==> src/rtl/fifo2apb.sv <==
// APB requester: pops commands from a FIFO, runs one SETUP/ACCESS transfer per
// command and pushes one {err, rdata} response word per transfer.
//
// state  | meaning
// IDLE   | no command in flight, waiting for CMD_EMPTY=0
// FETCH  | command word valid on CMD_RD, captured into hold registers
// SETUP  | PSEL=1, PENABLE=0
// ACCESS | PSEL=1, PENABLE=1, waiting for PREADY or timeout
// RESP   | response offered to the response FIFO; may prefetch next command
module fifo2apb #(
  parameter int ADDR_W  = 8,
  parameter int DATA_W  = 8,
  parameter int TIMEOUT = 16
) (
  input  logic                     PCLK,
  input  logic                     PRESETn,
  input  logic                     CMD_EMPTY,
  output logic                     CMD_RREQ,
  input  logic [ADDR_W+DATA_W:0]   CMD_RD,
  input  logic                     RSP_FULL,
  output logic                     RSP_WREQ,
  output logic [DATA_W:0]          RSP_WD,
  output logic                     PSEL,
  output logic                     PENABLE,
  output logic                     PWRITE,
  output logic [ADDR_W-1:0]        PADDR,
  output logic [DATA_W-1:0]        PWDATA,
  input  logic [DATA_W-1:0]        PRDATA,
  input  logic                     PREADY,
  input  logic                     PSLVERR,
  output logic                     BUSY,
  output logic [7:0]               ERR_CNT
);

  localparam int   TMO_W  = (TIMEOUT < 2) ? 1 : $clog2(TIMEOUT + 1);
  localparam logic TMO_EN = (TIMEOUT > 0);

  typedef enum logic [2:0] {
    S_IDLE   = 3'd0,
    S_FETCH  = 3'd1,
    S_SETUP  = 3'd2,
    S_ACCESS = 3'd3,
    S_RESP   = 3'd4
  } state_t;

  state_t              state_q;
  logic                psel_q;
  logic                penable_q;
  logic                write_q;
  logic [ADDR_W-1:0]   addr_q;
  logic [DATA_W-1:0]   wdata_q;
  logic                err_q;
  logic [DATA_W-1:0]   rdata_q;
  logic [TMO_W-1:0]    tmo_q;
  logic [7:0]          err_cnt_q;
  logic [7:0]          err_cnt_d;

  logic rsp_push;
  logic fetch_go;
  logic tmo_hit;

  // The FIFO read request must be combinational: the FIFO registers its
  // read data, so the word arrives in the cycle after the request.
  assign rsp_push = (state_q == S_RESP) && !RSP_FULL;
  assign fetch_go = !CMD_EMPTY && ((state_q == S_IDLE) || rsp_push);
  assign tmo_hit  = TMO_EN && (tmo_q == TMO_W'(1));

  always_comb begin
    err_cnt_d = err_cnt_q;
    if (rsp_push && err_q && (err_cnt_q != 8'hFF)) begin
      err_cnt_d = err_cnt_q + 8'd1;
    end
  end

  always_ff @(posedge PCLK or negedge PRESETn) begin
    if (!PRESETn) begin
      state_q   <= S_IDLE;
      psel_q    <= 1'b0;
      penable_q <= 1'b0;
      write_q   <= 1'b0;
      addr_q    <= '0;
      wdata_q   <= '0;
      err_q     <= 1'b0;
      rdata_q   <= '0;
      tmo_q     <= '0;
      err_cnt_q <= 8'd0;
    end else begin
      err_cnt_q <= err_cnt_d;
      case (state_q)
        S_IDLE: begin
          if (!CMD_EMPTY) begin
            state_q <= S_FETCH;
          end
        end
        S_FETCH: begin
          write_q <= CMD_RD[ADDR_W+DATA_W];
          addr_q  <= CMD_RD[ADDR_W+DATA_W-1:DATA_W];
          wdata_q <= CMD_RD[DATA_W-1:0];
          psel_q  <= 1'b1;
          state_q <= S_SETUP;
        end
        S_SETUP: begin
          penable_q <= 1'b1;
          tmo_q     <= TMO_W'(TIMEOUT);
          state_q   <= S_ACCESS;
        end
        S_ACCESS: begin
          if (PREADY) begin
            err_q     <= PSLVERR;
            rdata_q   <= write_q ? '0 : PRDATA;
            psel_q    <= 1'b0;
            penable_q <= 1'b0;
            tmo_q     <= '0;
            state_q   <= S_RESP;
          end else if (tmo_hit) begin
            err_q     <= 1'b1;
            rdata_q   <= '0;
            psel_q    <= 1'b0;
            penable_q <= 1'b0;
            tmo_q     <= '0;
            state_q   <= S_RESP;
          end else begin
            tmo_q <= tmo_q - TMO_W'(1);
          end
        end
        S_RESP: begin
          if (!RSP_FULL) begin
            state_q <= CMD_EMPTY ? S_IDLE : S_FETCH;
          end
        end
        default: begin
          state_q   <= S_IDLE;
          psel_q    <= 1'b0;
          penable_q <= 1'b0;
        end
      endcase
    end
  end

  assign CMD_RREQ = fetch_go;
  assign RSP_WREQ = rsp_push;
  assign RSP_WD   = {err_q, rdata_q};
  assign PSEL     = psel_q;
  assign PENABLE  = penable_q;
  assign PWRITE   = write_q;
  assign PADDR    = addr_q;
  assign PWDATA   = wdata_q;
  assign BUSY     = (state_q != S_IDLE);
  assign ERR_CNT  = err_cnt_q;

endmodule

==> config.mk <==
export PLATFORM = sky130hd
export DESIGN_NAME = fifo2apb
export DESIGN_NICKNAME = d
export VERILOG_FILES = /design/src/rtl/fifo2apb.sv
export SDC_FILE = /design/constraint.sdc
export NUM_CORES = 1
export LEC_CHECK = 0
export CORE_MARGIN = 2
export CORE_UTILIZATION = 38
export CTS_BUF_LIST = sky130_fd_sc_hd__clkbuf_4 sky130_fd_sc_hd__clkbuf_8
export CTS_CLUSTER_DIAMETER = 50
export DETAILED_ROUTE_END_ITERATION = 10
export GPL_TIMING_DRIVEN = 0
export PLACE_DENSITY = 0.78
export SYNTH_ARGS = -nofsm -noshare
export SYNTH_HDL_FRONTEND = slang
export SYNTH_SLANG_ARGS = --single-unit
==> constraint.sdc <==
create_clock -name PCLK -period 2.2 [get_ports PCLK]
set_clock_uncertainty 0.2 [all_clocks]
set_input_delay 0.22 -clock PCLK [delete_from_list [all_inputs] [get_ports PCLK]]
set_output_delay 0.22 -clock PCLK [all_outputs]
set_load 0.05 [all_outputs]
Word-level counts from Yosys, hierarchy flattened
Cells that the tools add are included.
Storage, ports and cells
  output and inout port bits: 39
  register bits after elaboration: 44
  logic and storage cells: 58
  input port bits: 31
Cells by class
  reductions and logical operators: 17
  $add $sub $neg: 2
  equality and inequality tests: 9
  bitwise operators: 2
  multiplexer cells: 18
Operator list (number)
  8-bit 2-to-1 mux: 3
  3-bit case mux with 5 select lines: 1
  3-bit 2-to-1 mux: 4
  5-bit 2-to-1 mux: 2
  5-bit case mux with 2 select lines: 1
  8-bit by 1-bit adder with 8-bit output, second input constant: 1
  8-bit inequality test, second input constant: 1
  3-bit by 2-bit equality test with 1-bit output, second input constant: 2
  1-bit case mux with 3 select lines: 2
  2-bit AND reduction: 3
  3-bit OR reduction: 2
  5-bit by 1-bit equality test with 1-bit output, second input constant: 1
  1-bit 2-to-1 mux: 5
  5-bit by 1-bit subtractor with 5-bit output, second input constant: 1
  1-bit logical AND: 4
  2-bit inequality test, second input constant: 2
  2-bit nonzero test: 2
  3-bit by 1-bit equality test with 1-bit output, second input constant: 1
  3-bit equality test, second input constant: 1
  3-bit logical NOT: 1
  3-bit inequality test, second input constant: 1
  3-bit AND reduction: 1
  3-bit nonzero test: 1
  1-bit logical NOT: 2
  2 further kinds: 3

Depth between registers and ports, before layout
  depth in word-level cells: 4
  gate-level depth with buffers: 6
  gate-level depth less buffers: 5

Worst setup path before layout
No wires, ideal clock.
  path type: register to output
  start: register state_q[1]
  end: output port CMD_RREQ
  data required time: 1.780 ns
  arrival: 2.040 ns
  path slack: -0.260 ns
  cell stages (with the launch flop): 4
  path buffers: 1
  path through: dfrtp_1 > clkbuf_1 > or3_1 > a21oi_1
On the way
  word-level cells in the longest chain between the ends: 4
  elaborated cells between the ends (all ways): 5
  those cells by class: 1 x eq/ne; 4 x reduce/logical
RTL lines
  from (decl): RTL line 46  | state_t state_q;
  from (signal assigned): RTL line 128  | state_q <= CMD_EMPTY ? S_IDLE : S_FETCH;
  3-bit equality test: RTL line 64  | assign rsp_push = (state_q == S_RESP) && !RSP_FULL;
  1-bit logical AND: RTL line 64
  1-bit logical OR *: RTL line 65  | assign fetch_go = !CMD_EMPTY && ((state_q == S_IDLE) || rsp_push);
  1-bit logical AND *: RTL line 65
  to (decl): RTL line 18  | output logic CMD_RREQ,
Every way passes the cells marked *; elsewhere a longest branch is shown, timed or not.

Final worst setup path
Same ends and word-level chain as after synthesis.

==> flow_summary.json <==
{
  "status": "finished clean",
  "clk_pin_slew_ps": 90,
  "whs_ps": 186,
  "setup_tns_ps": 0,
  "synth_top_cell_by_area": "dfrtp_1",
  "crit_chain": "or4b_4 -> buf_6 -> a21oi_2 -> buf_6",
  "syn2layout_area_growth_pct": 48.0,
  "antennaDiodeCount": 0,
  "synthTopCellsByArea": "dfrtp_1 56%, mux2_2 11%, a22o_1 4.0%",
  "setup_ws_ps": 63.5,
  "fmax_mhz": 468,
  "ys_types": 44,
  "synthArstFlopShare_pct": 100,
  "cpMostUsedCell": "buf_6",
  "grt_usage_pct": 15.9,
  "path_class": "reg -> out",
  "syn_area_per_cell_um2": 12.3,
  "grt_max_degree": 29,
  "dominantRegCellSynth": "dfrtp_1",
  "first_pass_iters": 4,
  "synthTopCellsByCount": "44 x dfrtp_1, 19 x mux2_2, 9 x a22o_1",
  "clockBufferDepth": 2,
  "ir_worst_vdd_mv": 0.745,
  "fin_crit_ps": 2140,
  "die_area_mm2": 0.00577,
  "layout-drive-gt1-share_pct": 20.7,
  "wl_um": 4390,
  "cp-start-kind": "flip-flop",
  "synth.most_common_cell": "dfrtp_1",
  "max_stage_delay_ps": 550,
  "multi_input_comb_area_um2": 821,
  "p_switching_uw": 2080,
  "wl_per_cell_um": 14.1,
  "placed_cells": 299,
  "grt_pass1_wl_um": 7490,
  "setup_violations": 0,
  "finalNetCount": 274,
  "leakage_uw": 0.00123,
  "relSlewSlack_pct": 63.9,
  "via_count": 1572,
  "clkPwrFrac_pct": 11.7,
  "synth_nets": 194,
  "gp_congestion": 0.810,
  "maxCapViolations": 0,
  "synth_top_area_share_pct": 55.9,
  "hp-class": "in -> async",
  "synth_edf_count": 0,
  "cp.depth": 4,
  "pwr-share-comb_pct": 58.2,
  "finalMaxSlewViolations": 0,
  "portBuffers": 68,
  "path_buf_inv": 2,
  "powerDensity_mw_per_mm2": 1570,
  "pin_count": 70,
  "drcViolationCount": 0,
  "dieHeight_um": 76.0,
  "fillers": 432,
  "critPathArrivalTime_ps": 1720,
  "row_count": 26,
  "synth_area_mm2": 0.00197,
  "post-route-period-util_pct": 97.1,
  "hold_viol": 0,
  "cts_buffers": 5,
  "start_util_pct": 39.1,
  "dp_slack_ps": -528,
  "cp-end-kind": "primary output",
  "path_max_fanout": 6,
  "antenna_left": 0,
  "final_cells": 311,
  "crit_slowest_cell": "or4b_4",
  "cts_tree": "built",
  "placed_area_mm2": 0.00276,
  "required_ps": 1780,
  "htree_levels": 2,
  "die_w_um": 76.0,
  "crit_family": "simple AND/OR/NAND/NOR gates",
  "switching_share_pct": 45.5,
  "grt_overflow": 0,
  "grt_antenna_before_repair": 0,
  "dp_hpwl_um": 3200,
  "worstSkewPairLatency_ps": 290,
  "core_area_mm2": 0.00504,
  "seqPwrFrac_pct": 30.1,
  "synthCells": 160,
  "worst_pin_slew_ps": 540,
  "intPower_uw": 2490,
  "clockRootBuffer": "clkbuf_8",
  "grt_pass1_vias": 1586,
  "cts_sinks": 44,
  "yosysWarningCount": 0,
  "drtIter0Drc": 88,
  "seq_area_mm2": 0.00110,
  "synth-seq-cells": 44,
  "routed_via_density": 5.05,
  "ys_seq_area_share_pct": 55.9,
  "design_area_mm2": 0.00291,
  "r2r.worst_path.cells": 4
}
[layer usage]
metal | up-vias | wire, µm | global-route usage, %
met5 | - | 0 | 0
met4 | 0 | 15 | 4.00
met3 | 2 | 222 | 4.86
met2 | 46 | 2150 | 26.3
met1 | 768 | 1990 | 20.6
li1 | 756 | - | -
[power groups by stage]
stage,Combinational (µW),Sequential [µW],Clock [µW]
2_1_floorplan,942,2220,0
3_3_place_gp,2570,1360,0
3_5_place_dp,2610,1380,0
4_1_cts,2600,1380,558
5_1_grt,2810,1420,594
6_report,2660,1370,536
[final cells by class]
cell class	count	share of cell area (%)
sequential	44	37.8
multi-input combinational	101	28.2
inverter	7	0.902
clock buffer	7	3.09
tap	70	3.01
buffer	7	1.37
clock inverter	1	0.258
timing repair buffer	74	25.4
[through the flow]
stage | power, µW | util [%]
2_1_floorplan | 3160 | -
3_3_place_gp | 3940 | 54.4
3_5_place_dp | 3990 | 54.7
4_1_cts | 4540 | 56.9
5_1_grt | 4830 | 57.8
6_report | 4570 | 57.8
[sequential cells by signal, indices dropped and copies added (netlist names)]
register,flops
PWRITE,1
tmo_q,5
PENABLE,1
err_q,1
state_q,3
PADDR,8
ERR_CNT,8
PWDATA,8
rdata_q,8
PSEL,1
[kinds of logic (layout without fill, tap and decap cells)]
kind of cell,Yosys count,count (layout),share of synthesized area [%]
flip-flops,44,44,55.9
buffers and inverters,15,96,3.24
adder cells (fa/ha/maj),3,3,1.91
XOR/XNOR,3,3,1.33
multiplexers,21,21,12.1
AND/OR/NAND/NOR,36,36,10.9
AO/OA/AOI/OAI,38,38,14.6
[worst paths after layout]
kind                                           to  slack (ps)                    from
max in group asynchronous  state_q[0]$_DFFE_PN0P_        1110                 PRESETn
setup / recovery                         CMD_RREQ          60  state_q[1]$_DFFE_PN0P_
hold reg to reg            rdata_q[3]$_DFFE_PN0P_         310  rdata_q[3]$_DFFE_PN0P_
hold / removal             ERR_CNT[5]$_DFFE_PN0P_         190                 PRESETn
setup reg to reg           ERR_CNT[1]$_DFFE_PN0P_         150  state_q[1]$_DFFE_PN0P_
min in group PCLK            tmo_q[4]$_DFFE_PN0P_         230                  PREADY
[layout by cell type (no fill, tap or decap), types with 2 or more instances in the layout]
cell type        count
clkdlybuf4s50_1     64
dfrtp_1             43
mux2_2              19
a22o_1               9
inv_1                6
clkbuf_8             6
nand2_1              5
a21oi_1              5
nand4_1              5
buf_4                5
o21ai_0              4
nor2_1               4
buf_6                3
o211ai_1             3
nand2b_1             3
nor3_1               3
xnor2_1              3
ha_1                 3
clkbuf_1             2
a31o_2               2
o2bb2ai_1            2
buf_2                2
a32o_1               2
nand3_1              2
and3_1               2
and4_1               2
a31oi_1              2
[worst register-to-register path, cell delays in order, from the launching register on]
cell,delay [ps]
dfrtp_1,430
or4b_4,550
buf_6,150
a311o_1,320
mux2_4,310
[what timing repair did]
action                                 CTS  global route
setup buffers                            0             4
hold buffers                             1             0
setup endpoints to repair               13            22
cloned                                   0             0
gates resized for setup                 20             6
pin swaps                                0             1
endpoints found under the hold margin   16             0
(Power assumes the default switching activity.)
